$ cat src/rtl/execute_multicycle.sv
// EX stage: operand forwarding, single-cycle ALU, branch-target adder and an
// iterative shift-add multiplier that holds the front end while it runs.
module execute_multicycle #(
  parameter int WIDTH  = 32,
  parameter int RADDR  = 5,
  parameter int MUL_EN = 1
) (
  input  logic             clk,
  input  logic             rst_n,
  input  logic             in_valid,
  input  logic             mem_stall,
  output logic             stall_out,
  input  logic [1:0]       wb,
  input  logic [2:0]       m,
  input  logic [3:0]       alu_ctl,
  input  logic             alu_src,
  input  logic             reg_dst,
  input  logic [WIDTH-1:0] npc,
  input  logic [WIDTH-1:0] rdata1,
  input  logic [WIDTH-1:0] rdata2,
  input  logic [WIDTH-1:0] imm,
  input  logic [RADDR-1:0] rs,
  input  logic [RADDR-1:0] rt,
  input  logic [RADDR-1:0] rd,
  input  logic [1:0]       fwd_a_sel,
  input  logic [1:0]       fwd_b_sel,
  input  logic [WIDTH-1:0] mem_alu_result,
  input  logic [WIDTH-1:0] wb_data,
  output logic             out_valid,
  output logic [1:0]       wb_ctlout,
  output logic [2:0]       m_ctlout,
  output logic [WIDTH-1:0] add_result,
  output logic [WIDTH-1:0] alu_result,
  output logic [WIDTH-1:0] hi_result,
  output logic [WIDTH-1:0] rdata2out,
  output logic             zero,
  output logic [RADDR-1:0] dest_reg,
  output logic [RADDR-1:0] rs_out,
  output logic [RADDR-1:0] rt_out,
  output logic [1:0]       state_dbg
);
  // Handshake: an instruction leaves ID/EX on a rising edge when the FSM is IDLE,
  // in_valid=1 and mem_stall=0; stall_out=1 asks upstream to hold ID/EX, and
  // mem_stall=1 freezes every EX/MEM register including out_valid.
  localparam int CW = $clog2(WIDTH);
  localparam logic [CW-1:0] LAST = CW'(WIDTH - 1);
  localparam bit HAS_MUL = (MUL_EN != 0);
  localparam logic [3:0] CTL_AND = 4'b0000, CTL_OR = 4'b0001, CTL_ADD = 4'b0010,
                         CTL_SUB = 4'b0110, CTL_SLT = 4'b0111, CTL_MULT = 4'b1000;

  typedef enum logic [1:0] {IDLE = 2'd0, MUL = 2'd1, HOLD = 2'd2} state_t;
  state_t state, next_state;

  logic [WIDTH-1:0] fwd_a, fwd_b, op_b, alu_val, branch_target;
  logic [WIDTH-1:0] mcand, prod_hi, prod_lo, hi_next, lo_next, fin_hi, fin_lo;
  logic [WIDTH:0]   mul_sum;
  logic [CW-1:0]    count;
  logic [1:0]       pend_wb;
  logic [2:0]       pend_m;
  logic [WIDTH-1:0] pend_add, pend_r2;
  logic [RADDR-1:0] pend_dest;
  logic             is_mult, accept, start_mul, load_alu, mul_done, write_mul, clear_valid;

  always_comb begin
    case (fwd_a_sel)
      2'b01:   fwd_a = wb_data;
      2'b10:   fwd_a = mem_alu_result;
      default: fwd_a = rdata1;
    endcase
    case (fwd_b_sel)
      2'b01:   fwd_b = wb_data;
      2'b10:   fwd_b = mem_alu_result;
      default: fwd_b = rdata2;
    endcase
    op_b          = alu_src ? imm : fwd_b;
    branch_target = npc + (imm << 2);
    is_mult       = HAS_MUL && (alu_ctl == CTL_MULT);
  end

  // Without the multiplier, MULT falls through to the adder.
  always_comb begin
    alu_val = '0;
    case (alu_ctl)
      CTL_AND:  alu_val = fwd_a & op_b;
      CTL_OR:   alu_val = fwd_a | op_b;
      CTL_ADD:  alu_val = fwd_a + op_b;
      CTL_SUB:  alu_val = fwd_a - op_b;
      CTL_SLT:  alu_val = {{(WIDTH-1){1'b0}}, $signed(fwd_a) < $signed(op_b)};
      CTL_MULT: alu_val = HAS_MUL ? '0 : fwd_a + op_b;
      default:  alu_val = '0;
    endcase
  end

  // One multiplier bit per cycle: add multiplicand into the high half, shift right.
  always_comb begin
    mul_sum = {1'b0, prod_hi} + (prod_lo[0] ? {1'b0, mcand} : '0);
    hi_next = mul_sum[WIDTH:1];
    lo_next = {mul_sum[0], prod_lo[WIDTH-1:1]};
    fin_hi  = (state == MUL) ? hi_next : prod_hi;
    fin_lo  = (state == MUL) ? lo_next : prod_lo;
  end

  always_ff @(posedge clk or negedge rst_n) begin
    if (!rst_n) state <= IDLE;
    else        state <= next_state;
  end

  always_comb begin
    next_state = state;
    case (state)
      IDLE:    if (start_mul) next_state = MUL;
      MUL:     if (mul_done) next_state = mem_stall ? HOLD : IDLE;
      HOLD:    if (!mem_stall) next_state = IDLE;
      default: next_state = IDLE;
    endcase
  end

  always_comb begin
    accept      = (state == IDLE) && in_valid && !mem_stall;
    start_mul   = accept && is_mult;
    load_alu    = accept && !is_mult;
    mul_done    = (state == MUL) && (count == LAST);
    write_mul   = !mem_stall && (mul_done || (state == HOLD));
    clear_valid = start_mul || ((state == IDLE) && !in_valid && !mem_stall);
    stall_out   = (state != IDLE) || mem_stall;
    state_dbg   = state;
  end

  // Multiplier operands and the control fields of the instruction in flight.
  always_ff @(posedge clk or negedge rst_n) begin
    if (!rst_n) begin
      mcand <= '0; prod_hi <= '0; prod_lo <= '0; count <= '0;
      pend_wb <= '0; pend_m <= '0; pend_add <= '0; pend_r2 <= '0; pend_dest <= '0;
    end else if (start_mul) begin
      mcand     <= fwd_a;
      prod_hi   <= '0;
      prod_lo   <= op_b;
      count     <= '0;
      pend_wb   <= wb;
      pend_m    <= m;
      pend_add  <= branch_target;
      pend_r2   <= fwd_b;
      pend_dest <= reg_dst ? rd : rt;
    end else if (state == MUL) begin
      prod_hi <= hi_next;
      prod_lo <= lo_next;
      count   <= count + 1'b1;
    end
  end

  always_ff @(posedge clk or negedge rst_n) begin
    if (!rst_n) begin
      out_valid <= 1'b0; wb_ctlout <= '0; m_ctlout <= '0; add_result <= '0;
      alu_result <= '0; hi_result <= '0; rdata2out <= '0; dest_reg <= '0;
    end else if (load_alu) begin
      out_valid  <= 1'b1;
      wb_ctlout  <= wb;
      m_ctlout   <= m;
      add_result <= branch_target;
      alu_result <= alu_val;
      rdata2out  <= fwd_b;
      dest_reg   <= reg_dst ? rd : rt;
    end else if (write_mul) begin
      out_valid  <= 1'b1;
      wb_ctlout  <= pend_wb;
      m_ctlout   <= pend_m;
      add_result <= pend_add;
      alu_result <= fin_lo;
      hi_result  <= fin_hi;
      rdata2out  <= pend_r2;
      dest_reg   <= pend_dest;
    end else if (clear_valid) begin
      out_valid <= 1'b0;
    end
  end

  assign zero   = (alu_result == '0);
  assign rs_out = rs;
  assign rt_out = rt;
endmodule

$ cat config.mk
export PLATFORM = sky130hd
export DESIGN_NAME = execute_multicycle
export DESIGN_NICKNAME = d
export VERILOG_FILES = /design/src/rtl/execute_multicycle.sv
export SDC_FILE = /design/constraint.sdc
export NUM_CORES = 1
export LEC_CHECK = 0
export ABC_AREA = 1
export ABC_CLOCK_PERIOD_IN_PS = 4600
export BUFFER_PORTS_ARGS = -buffer_cell sky130_fd_sc_hd__buf_2
export CAP_MARGIN = 10
export CORE_UTILIZATION = 59
export DETAILED_ROUTE_END_ITERATION = 6
export HOLD_SLACK_MARGIN = 0.12
export PLACE_DENSITY = 0.82
export SLEW_MARGIN = 20
export SYNTH_ARGS = -nofsm -noshare
export SYNTH_HDL_FRONTEND = slang
export SYNTH_SLANG_ARGS = --single-unit
$ cat constraint.sdc
create_clock -name clk -period 4.6 [get_ports clk]
set_clock_uncertainty 0.15 [all_clocks]
set_input_delay 0.92 -clock clk [delete_from_list [all_inputs] [get_ports clk]]
set_output_delay 0.92 -clock clk [all_outputs]
set_load 0.005 [all_outputs]
==> flow_summary.html <==
<table>
<tr><th>Metric</th><th>Value</th></tr>
<tr><th colspan="2">Final layout</th></tr>
<tr><td>Filler-free cell count of the finished design</td><td>between 4,000 and 5,000</td></tr>
<tr><td>Most common library cell in the layout ignoring fill and taps</td><td>nand2_1</td></tr>
<tr><td>Net total in the final layout</td><td>~4,700</td></tr>
<tr><td>Fill cells</td><td>3,581</td></tr>
<tr><td>Final core area utilization</td><td>0.704</td></tr>
<tr><td>Top library cells by usage in the layout, fill and taps aside</td><td>nand2_1, inv_1, buf_2, dfrtp_1, o21ai_0</td></tr>
<tr><td>Share of cells above drive strength 1</td><td>0.162</td></tr>
<tr><td>Post-synthesis to final-layout area growth</td><td>16.8%</td></tr>
<tr><th colspan="2">Yosys</th></tr>
<tr><td>Count of flip-flops with a built-in enable after synthesis</td><td>0</td></tr>
<tr><td>Yosys warning count</td><td>0</td></tr>
<tr><td>Post-Syn Area</td><td>about 0.025 mm²</td></tr>
<tr><td>Synthesized area divided by synthesized cell count</td><td>6.60 µm²</td></tr>
<tr><td>Synthesis-stage register bit count</td><td>316</td></tr>
<tr><td>Portion of the post-synthesis area used by sequential elements</td><td>0.310</td></tr>
<tr><td>Simple-gate area share of the yosys netlist</td><td>0.319</td></tr>
<tr><td>Proportion of synthesized flip-flops having asynchronous set or reset</td><td>1.00</td></tr>
<tr><td>Largest family of logic cells by synthesized area</td><td>simple AND/OR/NAND/NOR gates</td></tr>
<tr><td>Syn nets</td><td>4,267</td></tr>
<tr><td>Arithmetic-cell share of the synthesized area counting full adders, half adders and majority gates</td><td>0.0875</td></tr>
<tr><td>Synth Area in Compound Gates</td><td>0.149</td></tr>
<tr><td>Xor-xnor portion of the synthesized cell area</td><td>0.00996</td></tr>
<tr><td>Most used DFF post-synth</td><td>dfrtp_1</td></tr>
<tr><td>Synthesized instance count</td><td>3,865</td></tr>
<tr><td>Proportion of synthesized area in mux cells</td><td>0.00810</td></tr>
<tr><td>Count of distinct cell types in the synthesized netlist</td><td>58</td></tr>
<tr><th colspan="2">Timing</th></tr>
<tr><td>Minimum setup slack in the final design</td><td>0.173 ns</td></tr>
<tr><td>Fraction of the cycle the final worst path needs</td><td>0.962</td></tr>
<tr><td>Worst slew margin relative to its limit</td><td>0.302</td></tr>
<tr><td>RSZ-0062 raised after global routing</td><td>false</td></tr>
<tr><td>Minimum clock period</td><td>~4.4 ns</td></tr>
<tr><td>Tightest Pin Transition</td><td>1.04 ns</td></tr>
<tr><td>Timing-limited maximum frequency</td><td>between 0.2 and 0.25 GHz</td></tr>
<tr><td>Final setup fails</td><td>0</td></tr>
<tr><td>Max-slew violation count</td><td>0</td></tr>
<tr><td>Final hold viol count</td><td>0</td></tr>
<tr><th colspan="2">Placed design</th></tr>
<tr><td>Global placement routability congestion</td><td>approximately 1.1</td></tr>
<tr><td>Inst Count DP</td><td>slightly below 5,000</td></tr>
<tr><td>Setup slack at placement</td><td>-0.190 ns</td></tr>
<tr><td>HPWL reported at the end of detailed placement</td><td>84,200 µm</td></tr>
<tr><td>IO buf count</td><td>between 300 and 400</td></tr>
<tr><th colspan="2">GRT</th></tr>
<tr><td>Initial antenna violation count</td><td>11</td></tr>
<tr><td>Wire length of the first global-routing pass</td><td>~160,000 µm</td></tr>
<tr><td>Remaining global-route overflow</td><td>0</td></tr>
<tr><td>Maximum number of pins on one net before global-route repair</td><td>between 150 and 200</td></tr>
<tr><td>Total track usage</td><td>0.484</td></tr>
<tr><td>Via count of the first global-routing pass</td><td>around 27,000</td></tr>
<tr><th colspan="2">Power and ir drop</th></tr>
<tr><td>Total Power</td><td>~15 mW</td></tr>
<tr><td>Total power per unit cell area</td><td>514 mW/mm²</td></tr>
<tr><td>Worst-case vdd ir drop</td><td>around 0.40 mV</td></tr>
<tr><td>Leak</td><td>16.4 nW</td></tr>
<tr><th colspan="2">Critical path</th></tr>
<tr><td>Worst-path maximum fanout</td><td>15</td></tr>
<tr><td>Ordered cell list for the critical path</td><td>buf_2 -&gt; inv_1 -&gt; ha_1 -&gt; inv_2 -&gt; buf_4 -&gt; o21ai_0 -&gt; o21ai_0 -&gt; inv_1 -&gt; ha_1 -&gt; nand2_1 -&gt; nor2_2 -&gt; inv_1 -&gt; nor2_2 -&gt; nand4_1 -&gt; nand3_1 -&gt; nand2_1 -&gt; nand3_1 -&gt; nand3b_1 -&gt; nand2_1 -&gt; nand2_1</td></tr>
<tr><td>Launching instance or port of the critical path</td><td>fwd_b_sel[0]</td></tr>
<tr><td>Maximum cell stage delay along the critical path</td><td>~0.56 ns</td></tr>
<tr><td>Worst setup SP type</td><td>input pin</td></tr>
<tr><td>Family of cells with the greatest summed delay on the critical path</td><td>simple AND/OR/NAND/NOR gates</td></tr>
<tr><td>Endpoint of the most critical setup path</td><td>alu_result[20]$_DFFE_PN0P_</td></tr>
<tr><td>Worst Reg-to-Reg Cells</td><td>12</td></tr>
<tr><td>Crit path buffers/inverters</td><td>6</td></tr>
<tr><td>Data arrival at the endpoint of the critical path</td><td>4.72 ns</td></tr>
<tr><td>Cell with the largest stage delay on the worst path</td><td>ha_1</td></tr>
<tr><td>Endpoint of the most critical register-to-register path</td><td>add_result[13]$_DFFE_PN0P_</td></tr>
<tr><td>Worst flop-to-flop path startpoint</td><td>count[0]$_DFFE_PN0P_</td></tr>
<tr><td>Register-to-register setup slack</td><td>1.04 ns</td></tr>
<tr><td>Critical path capture point type</td><td>flip-flop</td></tr>
<tr><td>CP Depth</td><td>20</td></tr>
<tr><td>Data required time at the worst endpoint</td><td>4.89 ns</td></tr>
<tr><td>Setup Crit Path Kind</td><td>input pin to flip-flop</td></tr>
<tr><td>Most numerous cell on the critical path</td><td>nand2_1</td></tr>
<tr><th colspan="2">Floorplan</th></tr>
<tr><td>Standard cell core area</td><td>0.0423 mm²</td></tr>
<tr><td>Horizontal extent of the die</td><td>210 µm</td></tr>
<tr><td>Number of rows created at floorplan</td><td>75</td></tr>
<tr><td>Vertical extent of the die</td><td>210 µm</td></tr>
<tr><td>Number of top-level pins</td><td>379</td></tr>
<tr><td>Initial cell density of the core</td><td>0.602</td></tr>
<tr><td>Floorplan die area</td><td>0.0441 mm²</td></tr>
<tr><th colspan="2">Clocking</th></tr>
<tr><td>Number of resized instances in the post-cts repair step</td><td>0</td></tr>
<tr><td>Cell chosen for the clock root</td><td>clkbuf_16</td></tr>
<tr><td>TritonCTS Buffers</td><td>35</td></tr>
<tr><td>Hold Buf Count CTS</td><td>0</td></tr>
<tr><td>Clock-pin slew reported for the worst setup and hold paths after clock tree synthesis</td><td>0.06 ns</td></tr>
<tr><td>Source-to-sink clock delay at the later pin of the worst-skew pair</td><td>about 0.58 ns</td></tr>
<tr><td>Clk sinks</td><td>316</td></tr>
<tr><td>H-tree depth reported by CTS</td><td>2</td></tr>
<tr><td>CTS Buffer Depth</td><td>3</td></tr>
<tr><td>Number of buffers added for setup after CTS</td><td>0</td></tr>
<tr><td>Clock tree from TritonCTS</td><td>built</td></tr>
<tr><th colspan="2">Route</th></tr>
<tr><td>DRT Wirelength</td><td>107,000 µm</td></tr>
<tr><td>WL/cell</td><td>about 22 µm</td></tr>
<tr><td>Number of design rule violations left after detail routing</td><td>0</td></tr>
<tr><td>Vias after detailed routing</td><td>28,900</td></tr>
<tr><td>Drt pass-1 iters</td><td>7</td></tr>
<tr><td>Final ANT Viol Nets</td><td>0</td></tr>
<tr><td>Per-cell via count in the routed design</td><td>5.93</td></tr>
<tr><td>Drt initial violations</td><td>between 3,000 and 4,000</td></tr>
<tr><th colspan="2">Hold path</th></tr>
<tr><td>Tightest Hold Check Type</td><td>input pin to async pin</td></tr>
<tr><th colspan="2">Run status</th></tr>
<tr><td>Run status</td><td>finished, final reports clean</td></tr>
<tr><th colspan="2">Flow run</th></tr>
<tr><td>Number of maximum-capacitance violations</td><td>0</td></tr>
</table>
-- worst reg2reg max path, stage by stage (launching register included) --
cell and delay, ns:
dfrtp_1 0.40, ha_1 0.22, nand2_1 0.07, nor2_1 0.04, ha_1 0.18, nor2_1 0.14, nor2_1 0.09, nand2_4 0.40
inv_4 0.38, nor2_8 0.66, buf_4 0.45, nand2_1 0.15, o211ai_1 0.13
-- cell type report --
cell class,instances,area [µm²],share of cell area
diodes,2,5.00,0.000168
inverters,561,2110,0.0709
clock inverters,11,184,0.00617
repair buffers,528,3170,0.106
flip-flops and latches,316,7910,0.265
clock buffers,50,1060,0.0357
multi-input cells,2824,14600,0.491
well taps,577,722,0.0242
-- stage by stage --
step / setup TNS (ns) / hold WS, ns / instance area [µm²]
finish: 0 / 0.265 / 29800
global route: 0 / 0.342 / 29800
CTS: 0 / 0.309 / 29800
detailed placement: -1.07 / 0.310 / 28500
global placement: -0.398 / 0.304 / 28500
floorplan: 0 / 0.292 / 25500
-- cells in the mapped netlist (all sizes together) (6+ instances only) --
| master | n | share of area |
|---|---|---|
| clkbuf | 53 | 0.0079 |
| buf | 111 | 0.026 |
| nand3b | 16 | 0.0047 |
| nor2 | 251 | 0.040 |
| nand2 | 1309 | 0.19 |
| nand4 | 33 | 0.0081 |
| xnor2 | 16 | 0.0055 |
| o21ai | 310 | 0.062 |
| a21boi | 14 | 0.0041 |
| o22ai | 33 | 0.0081 |
| dfrtp | 316 | 0.31 |
| nor3 | 28 | 0.0061 |
| inv | 560 | 0.083 |
| ha | 172 | 0.084 |
| o21bai | 12 | 0.0035 |
| o211ai | 59 | 0.017 |
| a31oi | 6 | 0.0015 |
| xor2 | 13 | 0.0045 |
| mux2i | 15 | 0.0059 |
| o2111ai | 6 | 0.0021 |
| a21oi | 157 | 0.031 |
| nor4 | 12 | 0.0032 |
| nand3 | 248 | 0.050 |
| a221o | 17 | 0.0067 |
| a22o | 25 | 0.0086 |
| or2 | 42 | 0.010 |
-- kinds of logic (layout without fill, tap and decap cells) --
| logic type | Yosys count | after routing |
|---|---|---|
| fa+ha+maj | 176 | 176 |
| compound gates | 649 | 649 |
| simple gates | 1950 | 1950 |
| buf+inv | 725 | 1150 |
| xor+xnor | 29 | 29 |
| mux | 20 | 20 |
| flops | 316 | 316 |
| other cells | 0 | 2 |
-- worst min-delay path by stage --
stage	from	to	slack [ns]	cells after the start
4_1_cts	rst_n	alu_result[26]$_DFFE_PN0P_	0.31	1
3_5_place_dp	pend_r2[4]$_DFFE_PN0P_	pend_r2[4]$_DFFE_PN0P_	0.31	2
3_3_place_gp	pend_r2[4]$_DFFE_PN0P_	pend_r2[4]$_DFFE_PN0P_	0.30	2
6_report	rst_n	alu_result[20]$_DFFE_PN0P_	0.27	1
2_1_floorplan	pend_r2[14]$_DFFE_PN0P_	pend_r2[14]$_DFFE_PN0P_	0.29	2
5_1_grt	hi_result[29]$_DFFE_PN0P_	hi_result[29]$_DFFE_PN0P_	0.34	2
-- power by group --
group,total [mW],internal (mW),switching (mW),leakage (nW)
Combinational,7.47,2.62,4.85,11.9
Clock,3.10,1.84,1.26,0.611
Sequential,4.74,3.92,0.826,3.87
-- layer usage --
layer	part of all wire	up-vias	track usage
met5	0.00091	-	0
met4	0.073	16	0.304
met3	0.12	369	0.128
met2	0.42	1964	0.727
met1	0.38	13400	0.620
li1	-	13100	-
Note: power is estimated with default switching activity, not from simulation.
